$ cat config.mk
export PLATFORM = sky130hd
export DESIGN_NAME = cell_sequencer
export DESIGN_NICKNAME = d
export VERILOG_FILES = /design/src/rtl/cell_sequencer.sv
export SDC_FILE = /design/constraint.sdc
export NUM_CORES = 1
export LEC_CHECK = 0
export ABC_AREA = 1
export BUFFER_PORTS_ARGS = -buffer_cell sky130_fd_sc_hd__buf_2
export CORE_MARGIN = 2
export CORE_UTILIZATION = 59
export DETAILED_ROUTE_END_ITERATION = 6
export MAX_ROUTING_LAYER = met4
export PLACE_DENSITY = 0.89
export SLEW_MARGIN = 20
export SYNTH_ARGS = -nofsm -noshare
export SYNTH_HDL_FRONTEND = slang
export SYNTH_SLANG_ARGS = --single-unit
$ cat constraint.sdc
create_clock -name clk -period 4.3 [get_ports clk]
set_input_delay 0.43 -clock clk [delete_from_list [all_inputs] [get_ports clk]]
set_output_delay 0.43 -clock clk [all_outputs]
set_load 0.005 [all_outputs]
$ cat src/rtl/cell_sequencer.sv
// Sweeps a 9x9 cell grid with a query per cell, repeating passes until all cells report solved.
// Define CELL_SEQUENCER_TIMEOUT_EN to bound each WAIT at TIMEOUT cycles and flag timeout_err.
module cell_sequencer #(
   parameter int unsigned TIMEOUT   = 15,
   parameter int unsigned MAX_PASS  = 9,
   parameter logic [3:0]  CMD_QUERY = 4'h1
) (
   input  logic       clk,
   input  logic       rst_n,
   input  logic       start,
   output logic       busy,
   output logic       done,
   output logic [3:0] cell_row,
   output logic [3:0] cell_col,
   output logic [3:0] cell_cmd,
   output logic [3:0] cell_data,
   output logic       cell_data_rdy,
   input  logic       cell_data_valid,
   input  logic       cell_solved,
   output logic [6:0] solved_cnt,
   output logic [3:0] pass,
   output logic       grid_solved,
   output logic       timeout_err
);

   typedef enum logic [2:0] {
      IDLE  = 3'd0,
      ISSUE = 3'd1,
      WAIT  = 3'd2,
      NEXT  = 3'd3,
      EVAL  = 3'd4,
      DONE  = 3'd5
   } state_t;

   localparam logic [3:0] LAST_IDX  = 4'd8;
   localparam logic [3:0] LAST_PASS = 4'(MAX_PASS - 1);
   localparam logic [6:0] ALL_CELLS = 7'd81;

   if (TIMEOUT == 0 || TIMEOUT > 255 || MAX_PASS == 0 || MAX_PASS > 15) begin : g_param_check
      $error("cell_sequencer: TIMEOUT or MAX_PASS out of range");
   end

   state_t     state_q;
   logic       busy_q, done_q, rdy_q, grid_q;
   logic [3:0] row_q, col_q, pass_q, cmd_q, data_q;
   logic [6:0] run_cnt_q, solved_q;
   logic [3:0] row_d, col_d;
   logic       last_cell;

   // Raster order: column fastest, row wraps after column 8.
   always_comb begin
      row_d     = row_q;
      col_d     = col_q + 4'd1;
      last_cell = (row_q == LAST_IDX) && (col_q == LAST_IDX);
      if (col_q == LAST_IDX) begin
         col_d = '0;
         row_d = row_q + 4'd1;
      end
   end

`ifdef CELL_SEQUENCER_TIMEOUT_EN
   logic [7:0] tmo_q;
   logic       tmo_err_q;
   assign timeout_err = tmo_err_q;
`else
   assign timeout_err = 1'b0;
`endif

   always_ff @(posedge clk or negedge rst_n) begin
      if (!rst_n) begin
         state_q   <= IDLE;
         busy_q    <= 1'b0;
         done_q    <= 1'b0;
         rdy_q     <= 1'b0;
         cmd_q     <= '0;
         data_q    <= '0;
         grid_q    <= 1'b0;
         row_q     <= '0;
         col_q     <= '0;
         pass_q    <= '0;
         run_cnt_q <= '0;
         solved_q  <= '0;
`ifdef CELL_SEQUENCER_TIMEOUT_EN
         tmo_q     <= '0;
         tmo_err_q <= 1'b0;
`endif
      end else begin
         // Strobe-related outputs default low; only a transition into ISSUE raises them.
         done_q <= 1'b0;
         rdy_q  <= 1'b0;
         cmd_q  <= '0;
         data_q <= '0;
         case (state_q)
            IDLE: begin
               if (start) begin
                  state_q   <= ISSUE;
                  busy_q    <= 1'b1;
                  row_q     <= '0;
                  col_q     <= '0;
                  pass_q    <= '0;
                  run_cnt_q <= '0;
                  solved_q  <= '0;
                  grid_q    <= 1'b0;
                  rdy_q     <= 1'b1;
                  cmd_q     <= CMD_QUERY;
                  data_q    <= '0;
`ifdef CELL_SEQUENCER_TIMEOUT_EN
                  tmo_err_q <= 1'b0;
`endif
               end
            end
            ISSUE: begin
               state_q <= WAIT;
`ifdef CELL_SEQUENCER_TIMEOUT_EN
               tmo_q   <= '0;
`endif
            end
            WAIT: begin
               if (cell_data_valid) begin
                  if (cell_solved) run_cnt_q <= run_cnt_q + 7'd1;
                  state_q <= NEXT;
               end
`ifdef CELL_SEQUENCER_TIMEOUT_EN
               else if (tmo_q == 8'(TIMEOUT - 1)) begin
                  tmo_err_q <= 1'b1;
                  state_q   <= NEXT;
               end else begin
                  tmo_q <= tmo_q + 8'd1;
               end
`endif
            end
            NEXT: begin
               if (last_cell) begin
                  state_q <= EVAL;
               end else begin
                  row_q   <= row_d;
                  col_q   <= col_d;
                  state_q <= ISSUE;
                  rdy_q   <= 1'b1;
                  cmd_q   <= CMD_QUERY;
                  data_q  <= pass_q;
               end
            end
            EVAL: begin
               solved_q <= run_cnt_q;
               if (run_cnt_q == ALL_CELLS) begin
                  grid_q  <= 1'b1;
                  done_q  <= 1'b1;
                  state_q <= DONE;
               end else if (pass_q == LAST_PASS) begin
                  done_q  <= 1'b1;
                  state_q <= DONE;
               end else begin
                  pass_q    <= pass_q + 4'd1;
                  row_q     <= '0;
                  col_q     <= '0;
                  run_cnt_q <= '0;
                  state_q   <= ISSUE;
                  rdy_q     <= 1'b1;
                  cmd_q     <= CMD_QUERY;
                  data_q    <= pass_q + 4'd1;
               end
            end
            DONE: begin
               busy_q  <= 1'b0;
               state_q <= IDLE;
            end
            default: begin
               busy_q  <= 1'b0;
               state_q <= IDLE;
            end
         endcase
      end
   end

   assign busy          = busy_q;
   assign done          = done_q;
   assign cell_row      = row_q;
   assign cell_col      = col_q;
   assign cell_cmd      = cmd_q;
   assign cell_data     = data_q;
   assign cell_data_rdy = rdy_q;
   assign solved_cnt    = solved_q;
   assign pass          = pass_q;
   assign grid_solved   = grid_q;

endmodule

==> metrics.txt <==
# TYPE chip_impl_metric gauge
chip_impl_info{name="run_status",value="complete, no violations"} 1
chip_impl_metric{name="cell_internal_pwr",unit="µW"} 570
chip_impl_metric{name="sequential_area",unit="µm²"} 926
chip_impl_metric{name="syn_to_final_growth",unit="%"} 11.9
chip_impl_metric{name="multiInputGateArea",unit="µm²"} 922
chip_impl_metric{name="detail_route.wirelength",unit="µm"} 3710
chip_impl_metric{name="required_time_of_the_worst_setup_path",unit="ps"} 4530
chip_impl_metric{name="rows",unit=""} 21
chip_impl_metric{name="postSynth.asyncResetShare",unit="%"} 100
chip_impl_metric{name="post_route_cells_drive_above_1_share",unit="%"} 22.0
chip_impl_metric{name="hold_viol",unit=""} 0
chip_impl_metric{name="timing.setup.tns",unit="ps"} 0
chip_impl_metric{name="post_cts_resize_count",unit=""} 0
chip_impl_metric{name="tritoncts_num_sinks",unit=""} 37
chip_impl_metric{name="postCtsSetupBuffers",unit=""} 0
chip_impl_metric{name="vias_in_the_first_global_route",unit=""} 1534
chip_impl_metric{name="post_synth_inst_count",unit=""} 249
chip_impl_metric{name="vias",unit=""} 1686
chip_impl_metric{name="finalNonFillerCells",unit=""} 332
chip_impl_metric{name="grt.total_usage",unit="%"} 21.8
chip_impl_metric{name="placed_cells",unit=""} 324
chip_impl_metric{name="simple_gate_portion_of_the_synthesized_area",unit="%"} 31.3
chip_impl_metric{name="fillerInstances",unit=""} 263
chip_impl_metric{name="floorplan.die.width",unit="µm"} 62.3
chip_impl_metric{name="cts_htree_levels",unit=""} 2
chip_impl_info{name="synth_top_flop_cell",value="sky130_fd_sc_hd__dfrtp_1"} 1
chip_impl_metric{name="timing.critical_path.arrival",unit="ps"} 1860
chip_impl_metric{name="cts_hold_buffers",unit=""} 0
chip_impl_metric{name="finalWeightedCongestion",unit=""} 0.923
chip_impl_metric{name="ir_worst_vdd",unit="µV"} 270
chip_impl_metric{name="synth_mux_area_share",unit="%"} 0
chip_impl_metric{name="clkSlewWorstSetupHoldPaths",unit="ps"} 110
chip_impl_metric{name="post_synthesis_mean_instance_area",unit="µm²"} 8.05
chip_impl_metric{name="finish.instance_area",unit="µm²"} 2240
chip_impl_metric{name="core_region_area",unit="µm²"} 3310
chip_impl_info{name="criticalPathCategory",value="reg -> reg"} 1
chip_impl_metric{name="finalCriticalPeriod",unit="ps"} 1620
chip_impl_metric{name="power.static_leakage",unit="nW"} 1.26
chip_impl_metric{name="clock_power_share",unit="%"} 17.6
chip_impl_metric{name="grt_max_degree",unit=""} 38
chip_impl_metric{name="comb_power_share",unit="%"} 37.3
chip_impl_metric{name="synth-seq-cells",unit=""} 37
chip_impl_info{name="grt_setup_unrepaired",value="false"} 1
chip_impl_info{name="worst_setup_path_start_kind",value="register"} 1
chip_impl_metric{name="io_buffers",unit=""} 32
chip_impl_metric{name="cts-buffers-inserted",unit=""} 5
chip_impl_metric{name="initial_standard_cell_utilization_of_the_core",unit="%"} 60.6
chip_impl_metric{name="worst_pin_slew",unit="ps"} 782
chip_impl_metric{name="hpwlAfterDp",unit="µm"} 2810
chip_impl_info{name="ctsRootBufferMaster",value="sky130_fd_sc_hd__clkbuf_4"} 1
chip_impl_metric{name="die_height",unit="µm"} 62.3
chip_impl_metric{name="io_pins",unit=""} 37
chip_impl_metric{name="vias_per_cell",unit=""} 5.08
chip_impl_metric{name="synthXorXnorAreaFrac",unit="%"} 3.06
chip_impl_metric{name="drt-initial-drc-count",unit=""} 123
chip_impl_metric{name="fin_nets",unit=""} 298
chip_impl_metric{name="antenna_cells_inserted",unit=""} 0
chip_impl_metric{name="critical_path_peak_fanout",unit=""} 8
chip_impl_metric{name="worst_slew_margin_rel",unit="%"} 47.9
chip_impl_metric{name="post_dp_cell_area",unit="µm²"} 2190
chip_impl_info{name="hp-class",value="in -> async"} 1
chip_impl_info{name="dominant_combinational_cell_family_by_area_after_synthesis",value="simple AND/OR/NAND/NOR gates"} 1
chip_impl_metric{name="timing.final.crit_share",unit="%"} 37.7
chip_impl_metric{name="timing_max_transition_violations_final",unit=""} 0
chip_impl_metric{name="p_sw_share",unit="%"} 41.6
chip_impl_metric{name="timing.max_cap.violations",unit=""} 0
chip_impl_metric{name="mappedNetlistArea",unit="µm²"} 2010
chip_impl_metric{name="clock.fmax",unit="MHz"} 616
chip_impl_metric{name="grt_antenna_before_repair",unit=""} 0
chip_impl_metric{name="power.density_cell_area",unit="nW/µm²"} 435
chip_impl_metric{name="synth_compound_area_share",unit="%"} 5.93
chip_impl_metric{name="grt_first_pass_wirelength",unit="µm"} 6580
chip_impl_metric{name="power.sequential.fraction",unit="%"} 45.1
chip_impl_metric{name="cts_max_path_buffers",unit=""} 2
chip_impl_metric{name="finClkSkew",unit="ps"} 8.35
chip_impl_metric{name="ys_seq_area_share",unit="%"} 46.2
chip_impl_metric{name="worst_r2r_path_depth",unit=""} 9
chip_impl_metric{name="residual_overflow_from_global_routing",unit=""} 0
chip_impl_metric{name="post-route-util",unit="%"} 67.8
chip_impl_info{name="cp-end-kind",value="register"} 1
chip_impl_metric{name="drt.antenna.violating_nets",unit=""} 0
chip_impl_metric{name="synth-adder-area-share",unit="%"} 4.99
chip_impl_metric{name="yosys.cell_types.count",unit=""} 28
chip_impl_metric{name="number_of_enable_flip_flop_cells_after_synthesis",unit=""} 0
chip_impl_metric{name="clk-insertion-delay-late",unit="ps"} 340
chip_impl_metric{name="drc",unit=""} 0
chip_impl_metric{name="design.die.area",unit="µm²"} 3880
chip_impl_metric{name="total_switching_power",unit="µW"} 406
chip_impl_metric{name="routedWlPerCell",unit="µm"} 11.2
chip_impl_metric{name="finalSetupViolations",unit=""} 0
chip_impl_metric{name="yosysWarningCount",unit=""} 0
chip_impl_metric{name="drt_first_pass_iters",unit=""} 4
chip_impl_info{name="tritoncts",value="built"} 1
metrics by stage:
stage / total power, mW / setup slack [ps] / hold WS, ps
after global placement: 0.797 / 2750 / 450
after global routing: 1.06 / 2510 / 210
final: 0.976 / 2680 / 159
after floorplan: 0.719 / 2890 / 134
after detailed placement: 0.810 / 2710 / 453
after CTS: 0.980 / 2690 / 183
power groups by stage:
stage | sequential [mW] | clock (mW) | combinational (mW)
2_1_floorplan | 0.442 | 0 | 0.276
3_3_place_gp | 0.445 | 0 | 0.352
3_5_place_dp | 0.446 | 0 | 0.363
4_1_cts | 0.440 | 0.175 | 0.365
5_1_grt | 0.448 | 0.195 | 0.418
6_report | 0.440 | 0.172 | 0.364
path summary, 6_finish.rpt:
path	slack, ps	end	startpoint
worst max-delay path	2680	run_cnt_q[5]	run_cnt_q[0]
worst min-delay path	160	busy	rst_n
worst max register to register	2680	run_cnt_q[5]	run_cnt_q[0]
worst min register to register	470	solved_cnt[2]	solved_cnt[2]
max in group asynchronous	3650	solved_cnt[1]	rst_n
min in group clk	470	solved_cnt[2]	solved_cnt[2]
synthesized netlist by cell type, types with 2 or more instances:
master	count	share of area [%]
sky130_fd_sc_hd__nor2_1	20	3.7
sky130_fd_sc_hd__o21ai_0	11	2.7
sky130_fd_sc_hd__o21ai_1	3	0.75
sky130_fd_sc_hd__nor2_2	3	0.94
sky130_fd_sc_hd__inv_2	6	1.1
sky130_fd_sc_hd__nand4_1	2	0.62
sky130_fd_sc_hd__buf_4	5	1.9
sky130_fd_sc_hd__nor3b_1	2	0.75
sky130_fd_sc_hd__a21oi_2	2	0.87
sky130_fd_sc_hd__nand2_2	4	1.2
sky130_fd_sc_hd__xor2_1	6	2.6
sky130_fd_sc_hd__a21oi_1	2	0.50
sky130_fd_sc_hd__nand3_1	26	6.5
sky130_fd_sc_hd__inv_1	26	4.9
sky130_fd_sc_hd__ha_1	8	5.0
sky130_fd_sc_hd__nand3_2	3	1.5
sky130_fd_sc_hd__dfrtp_1	37	46
sky130_fd_sc_hd__o22ai_1	2	0.62
sky130_fd_sc_hd__nand2_1	72	13
area by class of cell:
cell class / count / share of cell area (%)
clock buffer: 6 / 1.84
multi-input combinational: 176 / 41.1
clock inverter: 2 / 0.446
tap: 46 / 2.57
timing repair buffer: 32 / 7.14
sequential: 37 / 41.3
inverter: 33 / 5.63
kinds of logic after synthesis:
kind of cell,after synthesis
fa+ha+maj,8
buf+inv,39
other cells,1
flops,37
simple gates,136
xor+xnor,7
compound gates,21
per-layer routing:
layer	track usage (%)	vias up	wire length [µm]
met4	8.61	0	72
li1	-	851	-
met1	28.5	783	1790
met5	-	-	0
met3	4.89	7	159
met2	33.4	45	1690
state kept, by name, indices dropped and copies added (netlist names):
name,cells
busy,1
cell_cmd,1
cell_col,4
cell_data,4
cell_row,4
done,1
grid_solved,1
pass,4
run_cnt_q,7
solved_cnt,7
state_q,3
worst max-delay path: stages (launching register included):
cell and delay [ps]:
sky130_fd_sc_hd__dfrtp_1 480, sky130_fd_sc_hd__ha_1 250, sky130_fd_sc_hd__nand2_1 60, sky130_fd_sc_hd__inv_1 40, sky130_fd_sc_hd__nand3_1 160, sky130_fd_sc_hd__nand2_1 90, sky130_fd_sc_hd__nand2_2 130, sky130_fd_sc_hd__nand3_2 160
sky130_fd_sc_hd__nand2_1 100, sky130_fd_sc_hd__nand2_1 50
placed cells by master (no fill, tap or decap), drive strengths merged, types with 4 or more instances in the layout:
| cell type | count |
|---|---|
| conb | 4 |
| xor2 | 6 |
| nand2 | 77 |
| clkbuf | 6 |
| buf | 32 |
| nor2 | 24 |
| dfrtp | 37 |
| o21ai | 15 |
| ha | 8 |
| a21oi | 4 |
| nand3 | 30 |
| inv | 33 |
Power figures use the tool's default switching activity.
